## src/rtl/mod16_down_timer_pkg.sv

```systemverilog
// Shared definitions for the mod16_down_timer block: FSM state encoding and
// the width of the saturating expiry counter.
package mod16_down_timer_pkg;

  typedef enum logic [1:0] {
    ST_IDLE = 2'd0,
    ST_RUN  = 2'd1,
    ST_HOLD = 2'd2,
    ST_DONE = 2'd3
  } timer_state_t;

  localparam int EXP_CNT_W = 8;

endpackage

```

## src/rtl/mod16_down_timer_sat_counter.sv

```systemverilog
// Saturating up-counter: increments by one per cycle with inc high and
// sticks at all-ones.
//   clk, rst : clock, synchronous active-high reset (clears to 0)
//   inc      : increment request
//   count    : current value
module sat_counter #(
  parameter int W = 8
) (
  input  logic         clk,
  input  logic         rst,
  input  logic         inc,
  output logic [W-1:0] count
);
  logic [W-1:0] count_q, count_d;

  always_comb begin
    count_d = count_q;
    if (inc && (count_q != '1)) count_d = count_q + W'(1);
  end

  always_ff @(posedge clk) begin
    if (rst) count_q <= '0;
    else     count_q <= count_d;
  end

  assign count = count_q;
endmodule

```

## src/rtl/mod16_down_timer.sv

```systemverilog
// Loadable down-counter with pause, abort and optional auto-reload.
//   clk, rst           : clock, synchronous active-high reset
//   en                 : count enable (low in RUN parks the FSM in HOLD)
//   abort              : cancel an active count (blocks loads when idle)
//   ld_valid, ld_data  : load request / start value
//   ld_ready           : load acceptance (combinational)
//   cnt                : current count
//   busy               : high in RUN or HOLD
//   tc                 : registered terminal-count pulse (cycle cnt first reads 0)
//   exp_cnt            : saturating count of tc pulses
module mod16_down_timer
  import mod16_down_timer_pkg::*;
#(
  parameter int WIDTH       = 4,
  parameter bit AUTO_RELOAD = 1'b0
) (
  input  logic                 clk,
  input  logic                 rst,
  input  logic                 en,
  input  logic                 abort,
  input  logic                 ld_valid,
  input  logic [WIDTH-1:0]     ld_data,
  output logic                 ld_ready,
  output logic [WIDTH-1:0]     cnt,
  output logic                 busy,
  output logic                 tc,
  output logic [EXP_CNT_W-1:0] exp_cnt
);
  localparam logic [WIDTH-1:0] ONE = WIDTH'(1);

  timer_state_t     state_q, state_d;
  logic [WIDTH-1:0] cnt_q, cnt_d;
  logic [WIDTH-1:0] reload_q, reload_d;
  logic             tc_q, tc_d;
  logic             active, ld_fire;

  assign active   = (state_q == ST_RUN) || (state_q == ST_HOLD);
  // The rst term keeps ld_ready defined (high) while reset is held, even
  // before the state register has been cleared.
  assign ld_ready = (rst || state_q == ST_IDLE || state_q == ST_DONE) && !abort;
  assign ld_fire  = ld_valid && ld_ready;

  always_comb begin
    state_d  = state_q;
    cnt_d    = cnt_q;
    reload_d = reload_q;
    tc_d     = 1'b0;
    if (abort && active) begin
      state_d = ST_IDLE;
      cnt_d   = '0;
    end else if (ld_fire) begin
      cnt_d    = ld_data;
      reload_d = ld_data;
      if (ld_data == '0) begin
        state_d = ST_DONE;
        tc_d    = 1'b1;
      end else begin
        state_d = ST_RUN;
      end
    end else if (active) begin
      if (!en) begin
        state_d = ST_HOLD;
      end else begin
        // HOLD with en high resumes and decrements on the same edge.
        state_d = ST_RUN;
        if (cnt_q == ONE) begin
          cnt_d = '0;
          tc_d  = 1'b1;
          if (!AUTO_RELOAD) state_d = ST_DONE;
        end else if (cnt_q == '0) begin
          // Only reachable with auto-reload: the cycle after expiry.
          cnt_d = reload_q;
        end else begin
          cnt_d = cnt_q - ONE;
        end
      end
    end
  end

  always_ff @(posedge clk) begin
    if (rst) begin
      state_q  <= ST_IDLE;
      cnt_q    <= '0;
      reload_q <= '0;
      tc_q     <= 1'b0;
    end else begin
      state_q  <= state_d;
      cnt_q    <= cnt_d;
      reload_q <= reload_d;
      tc_q     <= tc_d;
    end
  end

  // Counting tc_d keeps exp_cnt in step with the tc pulse it counts.
  sat_counter #(.W(EXP_CNT_W)) u_exp_cnt (
    .clk   (clk),
    .rst   (rst),
    .inc   (tc_d),
    .count (exp_cnt)
  );

  assign cnt  = cnt_q;
  assign busy = active;
  assign tc   = tc_q;
endmodule

```

## config.mk

```make
export PLATFORM = sky130hd
export DESIGN_NAME = mod16_down_timer
export DESIGN_NICKNAME = d
export VERILOG_FILES = /design/src/rtl/mod16_down_timer_pkg.sv /design/src/rtl/mod16_down_timer_sat_counter.sv /design/src/rtl/mod16_down_timer.sv
export SDC_FILE = /design/constraint.sdc
export NUM_CORES = 1
export LEC_CHECK = 0
export CAP_MARGIN = 20
export CORE_UTILIZATION = 48
export DETAILED_ROUTE_END_ITERATION = 8
export PLACE_DENSITY_LB_ADDON = 0.08
export SLEW_MARGIN = 20
export SYNTH_ARGS = -nofsm -noshare
export SYNTH_HDL_FRONTEND = slang
export SYNTH_SLANG_ARGS = --single-unit
```

## constraint.sdc

```tcl
create_clock -name clk -period 2.85 [get_ports clk]
set_input_delay 0.57 -clock clk [delete_from_list [all_inputs] [get_ports clk]]
set_output_delay 0.57 -clock clk [all_outputs]
set_load 0.005 [all_outputs]
```

==> summary.md <==
| Metric | Value |
|---|---|
| N_diodes | `0` |
| Main flop type after synthesis | `dfxtp_1` |
| Int Power | `0.000491 W` |
| Switching power total | `0.000264 W` |
| Final setup vio count | `0` |
| Core area | `1960 sq um` |
| Area added between synthesis and finish | `29.6%` |
| # Post-CTS Setup Buffers | `0` |
| Num rows | `16` |
| Leading area contributor after synthesis | `dfxtp_1` |
| Layout cells sized above 1 | `7.33%` |
| Min Tclk post-route | `2.58 ns` |
| FILL cells | `191` |
| Largest net degree at the start of global routing | `16` |
| Clk slew on worst S/H paths | `0.10 ns` |
| Flops & latches, synth | `19` |
| Met2 GRT Util | `30.8%` |
| Crit path kind | `input pin to primary output` |
| Post-synth top area share | `37.8%` |
| Type of the tightest min-delay check | `register to register` |
| CP Max Fanout | `5` |
| Drt pass-1 iters | `4` |
| Rel. slew slack | `68.1%` |
| Die boundary width | `47.8 um` |
| Crit path launch type | `input pin` |
| Max-cap violations | `0` |
| CTS tree | `yes` |
| Antenna Nets Post-Route | `0` |
| Yosys warns | `0` |
| Max frequency | `387 MHz` |
| Overflow after GRT | `0` |
| Post-synth top cells | `19 x dfxtp_1, 17 x a21oi_1, 16 x nand2_1, 7 x o21ai_0` |
| Post-synth EDFFs | `0` |
| PostCTS Resize Cnt | `0` |
| CTS H-tree depth | `1` |
| Final WL | `2.16 mm` |
| Vias per cell | `5.59` |
| Routability congestion estimate | `0.781` |
| Gr usage total | `20.5%` |
| Inserted Clock Buffers | `3` |
| First-pass GRT wire length | `3.33 mm` |
| Antenna violations before repair | `0` |
| Worst path required time | `2.28 ns` |
| Maximum VDD drop | `0.352 mV` |
| DRT iter0 DRCs | `14` |
| Register area share after synthesis | `37.8%` |
| Leakage Power | `0.452 nW` |
| Syn Nets | `137` |
| Number of global-route vias before repair | `788` |
| Post-CTS Hold Buffers | `0` |
| Ranking of synthesized cells by area | `dfxtp_1 38%, a21oi_1 8.4%, ha_1 6.2%` |
| Layout Utilization | `66.5%` |
| RSZ-0062 raised after global routing | `false` |
| Chip height | `47.8 um` |
| CTS Root Cell | `clkbuf_4` |
| FFs w/ async S/R, synth | `0%` |
| Mean post-synth cell area | `8.19 sq um` |
| Met3 usage | `4.53%` |
| Crit share post-route | `90.6%` |
| Nets | `165` |
| Most frequent cell after synthesis | `dfxtp_1` |
| Sw Share | `35.0%` |
| Syn Std Cell Area | `1010 sq um` |
| Die Area | `2290 sq um` |
| IO buf count | `23` |
| Status | `finished, final reports clean` |
| Comb pwr share | `38.8%` |
| Initial Util | `51.3%` |
| Arr. time, crit path | `2.01 ns` |
| Synth Instances | `123` |
| PwrDens | `578 nW/um^2` |
| Detailed Place HPWL | `1.62 mm` |
| Clock network power share | `17.8%` |
| Worst slew pin tran | `0.474 ns` |
| Clock tree buffer depth | `2` |
| Most Used Layer, Global Route | `met2` |
| DR DRC count | `0` |
| Final setup skew | `0.00119 ns` |
| Critical path endpoint category | `primary output` |
| IO Pins | `24` |
| Clock Sinks | `19` |
| R2R Setup Slk | `0.56 ns` |
| Reg power frac | `43.5%` |
| GR Util met1 | `29.8%` |
| Final hold vios | `0` |
| Max Slew Vio Count | `0` |
| Via count | `989` |
| Worst skew pair latency | `0.29 ns` |
| Final TNS setup | `0 ns` |
| Avg WL per Cell | `12.2 um` |
| Post-synth cell types | `34` |
-- power by group through the flow --
stage,registers [W],logic [W],clock network [W]
final,0.000328,0.000293,0.000134
after global routing,0.000334,0.000335,0.000152
after CTS,0.000328,0.000292,0.000140
after detailed placement,0.000334,0.000291,0
after global placement,0.000332,0.000285,0
after floorplan,0.000328,0.000184,0
-- area by class of cell --
type | instances | area (sq um) | share of cell area (%)
Multi-Input combinational cell | 96 | 597 | 45.7
Timing Repair Buffer | 25 | 245 | 18.8
Clock buffer | 4 | 26.3 | 2.01
Tap cell | 27 | 33.8 | 2.59
Inverter | 6 | 22.5 | 1.73
Sequential cell | 19 | 380 | 29.1
-- kinds of logic after synthesis --
family	synth area share, %
compound gates	22.6
buf+inv	2.98
xor+xnor	0.870
simple gates	28.6
mux	0.994
fa+ha+maj	6.21
flops	37.8
-- placed cells by master (no fill, tap or decap), types with 2 or more instances in the layout --
master	instances
nand4_1	2
o41ai_1	2
ha_1	5
and3_1	2
o21ai_0	7
clkbuf_4	3
a21oi_1	17
nor2_1	6
or3_1	3
dfxtp_1	19
nand2_1	16
nand3_1	6
inv_1	6
nor2b_1	3
clkdlybuf4s50_1	23
buf_4	2
nor3_1	5
o211ai_1	2
o21bai_1	2
nand2b_1	2
-- path summary, 6_finish.rpt --
path / start / to / cells past startpoint
worst max-delay path: rst / ld_ready / 4
worst min-delay path: reload_q[1] / reload_q[1] / 2
worst max register to register: cnt[0] / u_exp_cnt.count[5] / 6
worst min register to register: reload_q[1] / reload_q[1] / 2
-- critical path: stages --
cell and delay, ns:
clkdlybuf4s50_1 0.42, or3_4 0.43, nor2b_1 0.14, clkdlybuf4s50_1 0.44
-- state kept, by name (all words and copies together), names as in the netlist --
register,flops
u_exp_cnt.count,8
cnt,4
reload_q,4
state_q,2
tc,1
-- stage by stage --
step | hold WS (ns) | worst slack (ns) | std cells | cell area [sq um] | power, W
floorplan | 0.436 | 0.647 | 123 | 1010 | 0.000512
detailed placement | 0.452 | 0.211 | 173 | 1280 | 0.000625
global route | 0.503 | 0.205 | 177 | 1310 | 0.000821
global placement | 0.450 | 0.268 | 173 | 1280 | 0.000617
CTS | 0.467 | 0.252 | 177 | 1310 | 0.000760
finish | 0.465 | 0.269 | 177 | 1310 | 0.000755
-- routing by layer --
layer  vias up  part of all wire [%]
li1        503                     -
met2        27                    45
met5         -                     0
met1       457                    49
met4         0                  0.42
met3         2                   5.4
Note: power is estimated with default switching activity, not from simulation.
